`src/rtl/uart_result_encoder.sv`:
```
`default_nettype none
// ============================================================================
// Module   : uart_result_encoder
// Purpose  : Turns one ALU result into an ASCII hex (or "ERR") byte stream,
//            followed by an optional line terminator, for the UART transmitter.
// Revision : 1.0 - initial release
// ============================================================================
module uart_result_encoder #(
  parameter int DATA_W      = 32,
  parameter int SIGNED_EN   = 1,
  parameter int LZ_SUPPRESS = 1,
  parameter int TERM_MODE   = 2
) (
  input  logic              clk,
  input  logic              rst,
  input  logic              alu_done,
  input  logic              alu_err,
  input  logic              calc_signed,
  input  logic [DATA_W-1:0] calc_res,
  input  logic              tx_ready,
  output logic [7:0]        tx_data,
  output logic              uout_valid,
  output logic              enc_busy,
  output logic              enc_done,
  output logic              enc_ovr
);

  localparam int NDIG = DATA_W / 4;
  localparam int IW   = (NDIG > 1) ? $clog2(NDIG) : 1;
  localparam logic [IW-1:0] C_IDX_MAX = IW'(NDIG - 1);

  typedef enum logic [2:0] {
    S_IDLE  = 3'd0,
    S_ERR   = 3'd1,
    S_SIGN  = 3'd2,
    S_DIGIT = 3'd3,
    S_CR    = 3'd4,
    S_LF    = 3'd5
  } state_t;

  state_t              r_state;
  state_t              w_state_nxt;
  state_t              w_term_state;
  logic [DATA_W-1:0]   r_mag;
  logic [IW-1:0]       r_idx;
  logic [1:0]          r_ecnt;
  logic                r_done;
  logic                r_ovr;

  logic                w_cap_neg;
  logic [DATA_W-1:0]   w_cap_mag;
  logic [IW-1:0]       w_lead_idx;
  logic [IW-1:0]       w_cap_idx;
  logic                w_accept;
  logic                w_last;
  logic [3:0]          w_nib;

  function automatic logic [7:0] hex_ascii(input logic [3:0] n);
    return (n < 4'd10) ? (8'h30 + {4'd0, n}) : (8'h37 + {4'd0, n});
  endfunction

  // Capture-side datapath: sign, magnitude (mod 2^DATA_W) and first digit index
  assign w_cap_neg = (SIGNED_EN != 0) && calc_signed && calc_res[DATA_W-1];
  assign w_cap_mag = w_cap_neg ? -calc_res : calc_res;

  always_comb begin
    w_lead_idx = '0;
    for (int i = 0; i < NDIG; i++) begin
      if (w_cap_mag[4*i +: 4] != 4'd0) begin
        w_lead_idx = IW'(i);
      end
    end
  end

  assign w_cap_idx = (LZ_SUPPRESS != 0) ? w_lead_idx : C_IDX_MAX;

  assign uout_valid = (r_state != S_IDLE);
  assign enc_busy   = (r_state != S_IDLE);
  assign w_accept   = (r_state != S_IDLE) && tx_ready;
  assign w_last     = (r_state != S_IDLE) && (w_state_nxt == S_IDLE);
  assign w_nib      = 4'(r_mag >> {r_idx, 2'b00});
  assign enc_done   = r_done;
  assign enc_ovr    = r_ovr;

  always_comb begin
    w_term_state = S_IDLE;
    if (TERM_MODE == 2) begin
      w_term_state = S_CR;
    end else if (TERM_MODE == 1) begin
      w_term_state = S_LF;
    end
  end

  always_ff @(posedge clk or posedge rst) begin
    if (rst) begin
      r_state <= S_IDLE;
    end else begin
      r_state <= w_state_nxt;
    end
  end

  always_comb begin
    w_state_nxt = r_state;
    tx_data     = 8'h00;
    case (r_state)
      S_IDLE: begin
        if (alu_done) begin
          if (alu_err) begin
            w_state_nxt = S_ERR;
          end else if (w_cap_neg) begin
            w_state_nxt = S_SIGN;
          end else begin
            w_state_nxt = S_DIGIT;
          end
        end
      end
      S_ERR: begin
        tx_data = (r_ecnt == 2'd0) ? 8'h45 : 8'h52;
        if (w_accept && (r_ecnt == 2'd2)) begin
          w_state_nxt = w_term_state;
        end
      end
      S_SIGN: begin
        tx_data = 8'h2D;
        if (w_accept) begin
          w_state_nxt = S_DIGIT;
        end
      end
      S_DIGIT: begin
        tx_data = hex_ascii(w_nib);
        if (w_accept && (r_idx == '0)) begin
          w_state_nxt = w_term_state;
        end
      end
      S_CR: begin
        tx_data = 8'h0D;
        if (w_accept) begin
          w_state_nxt = S_LF;
        end
      end
      S_LF: begin
        tx_data = 8'h0A;
        if (w_accept) begin
          w_state_nxt = S_IDLE;
        end
      end
      default: begin
        w_state_nxt = S_IDLE;
      end
    endcase
  end

  // Frame registers only move on capture or on an accepted byte
  always_ff @(posedge clk or posedge rst) begin
    if (rst) begin
      r_mag  <= '0;
      r_idx  <= '0;
      r_ecnt <= 2'd0;
    end else if ((r_state == S_IDLE) && alu_done) begin
      r_mag  <= w_cap_mag;
      r_idx  <= w_cap_idx;
      r_ecnt <= 2'd0;
    end else if (w_accept) begin
      if (r_state == S_ERR) begin
        r_ecnt <= r_ecnt + 2'd1;
      end
      if ((r_state == S_DIGIT) && (r_idx != '0)) begin
        r_idx <= r_idx - IW'(1);
      end
    end
  end

  always_ff @(posedge clk or posedge rst) begin
    if (rst) begin
      r_done <= 1'b0;
      r_ovr  <= 1'b0;
    end else begin
      r_done <= w_last;
      r_ovr  <= alu_done && (r_state != S_IDLE);
    end
  end

endmodule
`default_nettype wire

```
`config.mk`:
```
export PLATFORM = sky130hd
export DESIGN_NAME = uart_result_encoder
export DESIGN_NICKNAME = d
export VERILOG_FILES = /design/src/rtl/uart_result_encoder.sv
export SDC_FILE = /design/constraint.sdc
export NUM_CORES = 1
export LEC_CHECK = 0
export CAP_MARGIN = 25
export CELL_PAD_IN_SITES_DETAIL_PLACEMENT = 1
export CELL_PAD_IN_SITES_GLOBAL_PLACEMENT = 1
export CORE_ASPECT_RATIO = 0.7
export CORE_MARGIN = 2
export CORE_UTILIZATION = 40
export CTS_BUF_LIST = sky130_fd_sc_hd__clkbuf_2 sky130_fd_sc_hd__clkbuf_4 sky130_fd_sc_hd__clkbuf_8
export DETAILED_ROUTE_END_ITERATION = 10
export GPL_TIMING_DRIVEN = 0
export PLACE_DENSITY = 0.87
export RECOVER_POWER = 100
export SYNTH_ARGS = -nofsm -noshare
export SYNTH_HDL_FRONTEND = slang
export SYNTH_SLANG_ARGS = --single-unit
```
`constraint.sdc`:
```
create_clock -name clk -period 3.4 [get_ports clk]
set_input_delay 0.68 -clock clk [delete_from_list [all_inputs] [get_ports clk]]
set_output_delay 0.68 -clock clk [all_outputs]
set_load 0.01 [all_outputs]
```
==> reports/results.txt, run 1 <==
First DRT Iteration DRCs -> 252
Kind of critical path -> reg2out
Number of failing setup endpoints in the final timing report -> 0
Fraction of final layout cells with drive strength greater than 1 -> 13.9%
Power density normalized to cell area -> 697 mW/mm2
Setup ws final -> 73.1 ps
Placed wire-length estimate -> 9390 um
GPL Wtd Cong -> 0.942
Period utilisation layout -> 97.8%
FF-to-FF Start -> r_state[2]$_DFF_PP0_
Vert. Die Dim -> 82.1 um
Number of antenna violations at the first check in global routing -> 0
Detail-routed via count per cell -> 5.93
Headroom to the max-slew limit -> -4.14%
Post-detailed-route count of antenna-violating nets -> 0
Cells along the critical path -> buf_12, mux4_2, mux2i_4, ha_2, nand2_1, o311a_1, a2bb2oi_1, o21ai_1, clkbuf_2
Setup slack of the worst register-to-register path -> 1140 ps
Overflow left after global routing -> 0
Clock latency at the later pin of the worst-skew pair -> 300 ps
Status -> finished with violations
Clock period minus final worst setup slack -> 3330 ps
Number of different library cells in the post-synthesis netlist -> 65
Pre-CTS worst setup slack -> -613 ps
Clock-pin transition on the worst setup and hold timing paths -> 90 ps
Clock tree root driver cell -> sky130_fd_sc_hd__clkbuf_8
Total track usage -> 27.0%
Required @ worst endpoint -> 2720 ps
Cell type of the slowest stage on the worst timing path -> sky130_fd_sc_hd__mux4_2
Delay of the slowest cell on the worst path -> 570 ps
Async set-or-reset flop fraction in the synthesized netlist -> 100%
Logic depth of the worst register-to-register path -> 5
Flop and latch count out of synthesis -> 42
Final max-slew violation count -> 43
Worst voltage drop across the vdd grid -> 0.246 mV
Endpoints failing hold -> 0
Clock tree from TritonCTS -> yes
Total inserted antenna cells -> 0
Worst Max-Slew Pin Slew -> 1560 ps
Max-capacitance violation count -> 1
Total Power Consumption -> 3.06 mW
Die Span X -> 116 um
Part of the Yosys area used for sequential elements -> 30.1%
Unrepaired setup endpoints after global routing -> true
Number of H-tree levels -> 2
Wire length per cell -> 20.5 um
Number of buffers created by CTS -> 5
Launch point of the critical path -> r_idx[0]$_DFFE_PP0P_
Total of buffers placed on input and output ports -> 40
Warnings from Yosys -> 0
Placeable core region -> 0.00844 mm2
Endpoint of the worst register-to-register path -> r_mag[27]$_DFFE_PP0P_
Synth-to-layout area growth -> 25.8%
Clock Sink Count -> 42
Post-synth net total -> 477
Wire length of the first global-routing pass -> 19500 um
Starting Density -> 41.3%
Violated checks -> capacitance limit, slew limit
I/O Pins -> 50
Critical Path Sink -> tx_data[2]
Worst min-delay path category -> reg2reg
Highest-count cells in the layout ignoring fill and taps -> 63 x sky130_fd_sc_hd__nand2_1, 41 x sky130_fd_sc_hd__o21ai_0, 41 x sky130_fd_sc_hd__dfrtp_1, 32 x sky130_fd_sc_hd__nor2_1, 25 x sky130_fd_sc_hd__clkdlybuf4s50_1
Core utilization of the finished layout -> 52.0%
DIE AREA -> 0.00949 mm2
Fmax -> 0.301 GHz
Sum of routed wire length over all layers -> 12500 um
Endpoint arrival time on the critical path -> 2650 ps
Net count reported at finish -> 533
Worst Path Max Fanout -> 10
DRC viols -> 0
Worst setup SP type -> flop
Routed via count -> 3607
Commonest non-fill, non-tap cell in the layout -> sky130_fd_sc_hd__nand2_1
Drt pass-1 iters -> 4
Pleak -> 1.74 nW
Kind of end point of the critical path -> output pin
Number of placed instances with taps included -> 591
Netlist area before placement -> 0.00349 mm2
Worst-case clock buffer depth -> 2
Number of instances in the synthesized netlist -> 431
Most used flip-flop cell after synthesis -> sky130_fd_sc_hd__dfrtp_1
Setup_tns -> 0 ps
Number of global-route vias before repair -> 3663
Final Skew -> 10.9 ps
Maximum number of pins on one net before global-route repair -> 43
Core Rows -> 28
Final standard cell count with taps included and fillers excluded -> 608
Number of synthesized flops with an enable pin -> 0
Syn Area/Cell -> 8.09 um2
-- metrics by stage --
stage | area (um2) | hold WS, ps
2_1_floorplan | 3490 | 441
3_3_place_gp | 4040 | 454
3_5_place_dp | 4040 | 474
4_1_cts | 4270 | 495
5_1_grt | 4390 | 532
6_report | 4390 | 490
-- flip-flops by register name, summed over array words and instances, names as in the netlist --
name,flops
enc_done,1
r_idx,3
enc_ovr,1
r_mag,32
r_ecnt,2
r_state,3
-- synthesized netlist by cell type (all sizes together) (9+ instances only) --
cell type	n	area [um2]
nor4	10	68.8
nor3	17	101
or3	9	61.3
xnor2	19	166
inv	14	52.6
a21oi	19	95.1
nor2	32	120
dfrtp	42	1050
buf	9	47.5
nand2	63	236
nand3	12	60.1
clkbuf	22	82.6
o21ai	43	215
xor2	13	114
-- power breakdown --
group,switching (mW),internal (mW)
sequential,0.166,0.727
combinational,0.973,0.784
clock,0.182,0.227
-- worst max-delay path: cells and delay by family, from the launching register on --
family / cells / cell delay (ps)
and+or+nand+nor: 1 / 70
AOI/OAI and AO/OA: 3 / 580
adders and majority gates: 1 / 230
buffers and inverters: 2 / 310
muxes: 2 / 770
DFF: 1 / 380
-- per-layer routing --
metal / part of all wire [%] / wire length (um) / GRT usage, %
met2: 46 / 5760 / 45.0
met4: 0.95 / 119 / 5.06
met3: 6.5 / 809 / 6.20
met1: 46 / 5770 / 36.5
met5: 0 / 0 / 0
-- cells by family (layout without fill, tap and decap cells) --
family                   after synthesis  count (layout)  share of synthesized area [%]
AND/OR/NAND/NOR                      178             178                           25.6
flip-flops                            42              42                           30.1
buffers and inverters                 45             102                           5.24
XOR/XNOR                              32              32                           8.04
adder cells (fa/ha/maj)                8               8                           2.87
multiplexers                          16              16                           7.46
AO/OA/AOI/OAI                        109             109                           20.5
other                                  1               1                          0.108
-- worst min path at each step --
stage,from,to,cells past startpoint
detailed placement,r_mag[14]$_DFFE_PP0P_,r_mag[14]$_DFFE_PP0P_,2
CTS,r_mag[14]$_DFFE_PP0P_,r_mag[14]$_DFFE_PP0P_,2
global route,r_mag[24]$_DFFE_PP0P_,r_mag[24]$_DFFE_PP0P_,2
finish,r_mag[14]$_DFFE_PP0P_,r_mag[14]$_DFFE_PP0P_,2
global placement,r_mag[7]$_DFFE_PP0P_,r_mag[7]$_DFFE_PP0P_,2
floorplan,r_mag[31]$_DFFE_PP0P_,r_mag[31]$_DFFE_PP0P_,2
-- timing repair --
item | in CTS | in global routing
resized for setup | 21 | 28
hold buffers | 0 | 0
pin swaps | 5 | 6
endpoints found under the setup margin | 11 | 10
setup buffers | 5 | 5
-- area by class of cell --
| cell class | instances | area (um2) |
|---|---|---|
| buffer | 30 | 143 |
| timing repair buffer | 50 | 475 |
| tap | 120 | 150 |
| fill | 1022 | 4060 |
| sequential | 42 | 1050 |
| clock buffer | 6 | 76.3 |
| clock inverter | 2 | 37.5 |
| multi-input combinational | 344 | 2400 |
| inverter | 14 | 52.6 |
Power figures use the tool's default switching activity.
==> run 2: changes to the inputs <==
- TNS_END_PERCENT: default -> 5
==> run 2 against run 1 <==
The flow finishes with violations (capacitance limit, slew limit, setup timing). Via count decreased by 0.75%. Clock power is essentially flat. Sequential share of layout area rose by 0.62 points. Combinational power shrank 3%. Critical path type unchanged. Critical endpoint unchanged.
==> reports/results.txt, run 2 (same netlist as run 1, synthesis figures left out) <==
Worst-case clock buffer depth -> 2 (unchanged)
GPL Wtd Cong -> 0.942 (unchanged)
Total inserted antenna cells -> 0 (unchanged)
I/O Pins -> 50 (unchanged)
DRC viols -> 0 (unchanged)
Period utilisation layout -> 101% (+2.9 points)
Number of failing setup endpoints in the final timing report -> 1 (+1)
Drt pass-1 iters -> 4 (unchanged)
Kind of critical path -> reg2out
Status -> finished with violations
Worst path top cell family by delay -> multiplexers
Violated checks -> capacitance limit, slew limit, setup timing
Worst setup SP type -> flop
Core Rows -> 28 (unchanged)
Count of buffer and inverter cells on the critical path -> 2 (unchanged)
Number of buffers created by CTS -> 5 (unchanged)
Wire length of the first global-routing pass -> 19400 um (-0.74%)
Fraction of final layout cells with drive strength greater than 1 -> 11.0% (-2.9 points)
Combined area of the multi-input logic cells -> 0.00233 mm2 (-3.0%)
Total of buffers placed on input and output ports -> 40 (unchanged)
Power density normalized to cell area -> 706 mW/mm2 (+1.2%)
Cells along the critical path -> buf_12, mux4_2, mux2i_4, ha_2, nand2_1, o311a_1, a2bb2oi_1, o21ai_1, clkdlybuf4s15_2
Clock period minus final worst setup slack -> 3420 ps (+98.1 ps)
Routed via count -> 3580 (-0.75%)
Number of antenna violations at the first check in global routing -> 0 (unchanged)
Vert. Die Dim -> 82.1 um (unchanged)
Starting Density -> 41.3% (unchanged)
Commonest non-fill, non-tap cell in the layout -> sky130_fd_sc_hd__nand2_1
Net count reported at finish -> 527 (-1.1%)
First DRT Iteration DRCs -> 299 (+19%)
Fmax -> 0.292 GHz (-2.9%)
Endpoints failing hold -> 0 (unchanged)
Fillers -> 1038 (+1.6%)
Number of global-route vias before repair -> 3610 (-1.4%)
Clock-pin transition on the worst setup and hold timing paths -> 90 ps (about the same)
Total track usage -> 26.8% (-0.19 points)
Delay of the slowest cell on the worst path -> 570 ps (about the same)
Clock latency at the later pin of the worst-skew pair -> 300 ps (about the same)
Largest registers in the final layout -> r_mag x32, r_idx x3, r_state x3
Maximum number of pins on one net before global-route repair -> 43 (unchanged)
Kind of end point of the critical path -> output pin
Worst voltage drop across the vdd grid -> 0.245 mV (-0.50%)
Cell type of the slowest stage on the worst timing path -> sky130_fd_sc_hd__mux4_2
FF-to-FF Start -> r_idx[1]$_DFFE_PP0P_
Final Skew -> 9.52 ps (-1.42 ps)
Highest-count cells in the layout ignoring fill and taps -> 63 x sky130_fd_sc_hd__nand2_1, 42 x sky130_fd_sc_hd__o21ai_0, 42 x sky130_fd_sc_hd__dfrtp_1, 32 x sky130_fd_sc_hd__nor2_1, 27 x sky130_fd_sc_hd__clkdlybuf4s50_1
Clock tree from TritonCTS -> yes
Number of H-tree levels -> 2 (unchanged)
Detail-routed via count per cell -> 5.95 (+0.24%)
Clock tree root driver cell -> sky130_fd_sc_hd__clkbuf_8
Largest register FFs -> 32 (unchanged)
Required @ worst endpoint -> 2720 ps (about the same)
Setup ws final -> -24.9 ps (-98.1 ps)
Worst Path Max Fanout -> 10 (unchanged)
Overflow left after global routing -> 0 (unchanged)
Worst Max-Slew Pin Slew -> 1570 ps (+8.14 ps)
Final standard cell count with taps included and fillers excluded -> 602 (-0.99%)
Placed wire-length estimate -> 9390 um (unchanged)
Worst min-delay path category -> reg2reg
Clock Sink Count -> 42 (unchanged)
Sum of routed wire length over all layers -> 12200 um (-2.1%)
Endpoint arrival time on the critical path -> 2740 ps (+90 ps)
Unrepaired setup endpoints after global routing -> true
Launch point of the critical path -> r_idx[0]$_DFFE_PP0P_
DIE AREA -> 0.00949 mm2 (unchanged)
Synth-to-layout area growth -> 22.5%
Headroom to the max-slew limit -> -4.68% (-0.54 points)
Pleak -> 1.63 nW (-6.5%)
Largest register by flop count -> r_mag
Post-detailed-route count of antenna-violating nets -> 0 (unchanged)
Worst min-delay path startpoint -> r_mag[22]$_DFFE_PP0P_
Placeable core region -> 0.00844 mm2 (unchanged)
Number of placed instances with taps included -> 591 (unchanged)
Area taken by flip-flops and latches -> 0.00105 mm2 (-0.12%)
Max-capacitance violation count -> 1 (unchanged)
Die Span X -> 116 um (unchanged)
Final max-slew violation count -> 43 (unchanged)
Total Power Consumption -> 3.01 mW (-1.4%)
Wire length per cell -> 20.3 um (-1.1%)
[run 2: final timing paths]
path                                               to  slack [ps]  depth (start not counted)
worst min-delay path            r_mag[22]$_DFFE_PP0P_         490                          2
worst min register to register  r_mag[22]$_DFFE_PP0P_         490                          2
worst max register to register   r_idx[2]$_DFFE_PP0P_        1130                          7
worst max-delay path                       tx_data[2]         -20                          9
min in group asynchronous        r_idx[2]$_DFFE_PP0P_        1290                          2
max in group asynchronous       r_mag[16]$_DFFE_PP0P_        1180                          2
[run 2: routing by layer]
metal | up-vias | routed length (um) | track usage, %
li1 | 1655 | - | -
met1 | 1781 | 5760 | 37.5
met2 | 127 | 5530 | 44.4
met3 | 17 | 798 | 4.67
met4 | 0 | 129 | 4.46
met5 | - | 0 | 0
[run 2: worst reg2reg max path, delay by kind of cell (launching register included)]
| family | cells | cell delay (ps) |
|---|---|---|
| AO/OA/AOI/OAI | 1 | 240 |
| flip-flops | 1 | 650 |
| buffers and inverters | 1 | 150 |
| AND/OR/NAND/NOR | 3 | 780 |
| adder cells (fa/ha/maj) | 1 | 200 |
| XOR/XNOR | 1 | 160 |
[run 2: power by group]
group | internal [mW] | leakage [nW] | switching [mW]
sequential | 0.726 | 0.518 | 0.167
combinational | 0.763 | 1.06 | 0.952
clock | 0.227 | 0.0548 | 0.180
[run 2: layout make-up]
type | instances | area share, %
plain buffers | 30 | 3.31
clock buffers | 6 | 1.79
clock inverters | 2 | 0.879
inverters | 14 | 1.23
multi-input cells | 344 | 54.5
flip-flops and latches | 42 | 24.6
well taps | 120 | 3.52
repair buffers | 44 | 10.1
[run 2: timing repair]
item                                    CTS  global route
pin swaps                                 1             6
buffers inserted                          0             4
gates resized for setup                  20             7
hold buffers                              0             0
endpoints found under the setup margin   11            10
[run 2: per-stage QoR]
stage	TNS, ps	worst slack, ps	hold WS, ps	util [%]	instance area, um2
2_1_floorplan	0	450	441	-	3490
3_3_place_gp	-1770	-464	454	47.8	4040
3_5_place_dp	-2970	-613	474	47.8	4040
4_1_cts	-176	-103	495	50.0	4220
5_1_grt	-428	-113	532	50.6	4270
6_report	-24.9	-24.9	494	50.6	4270
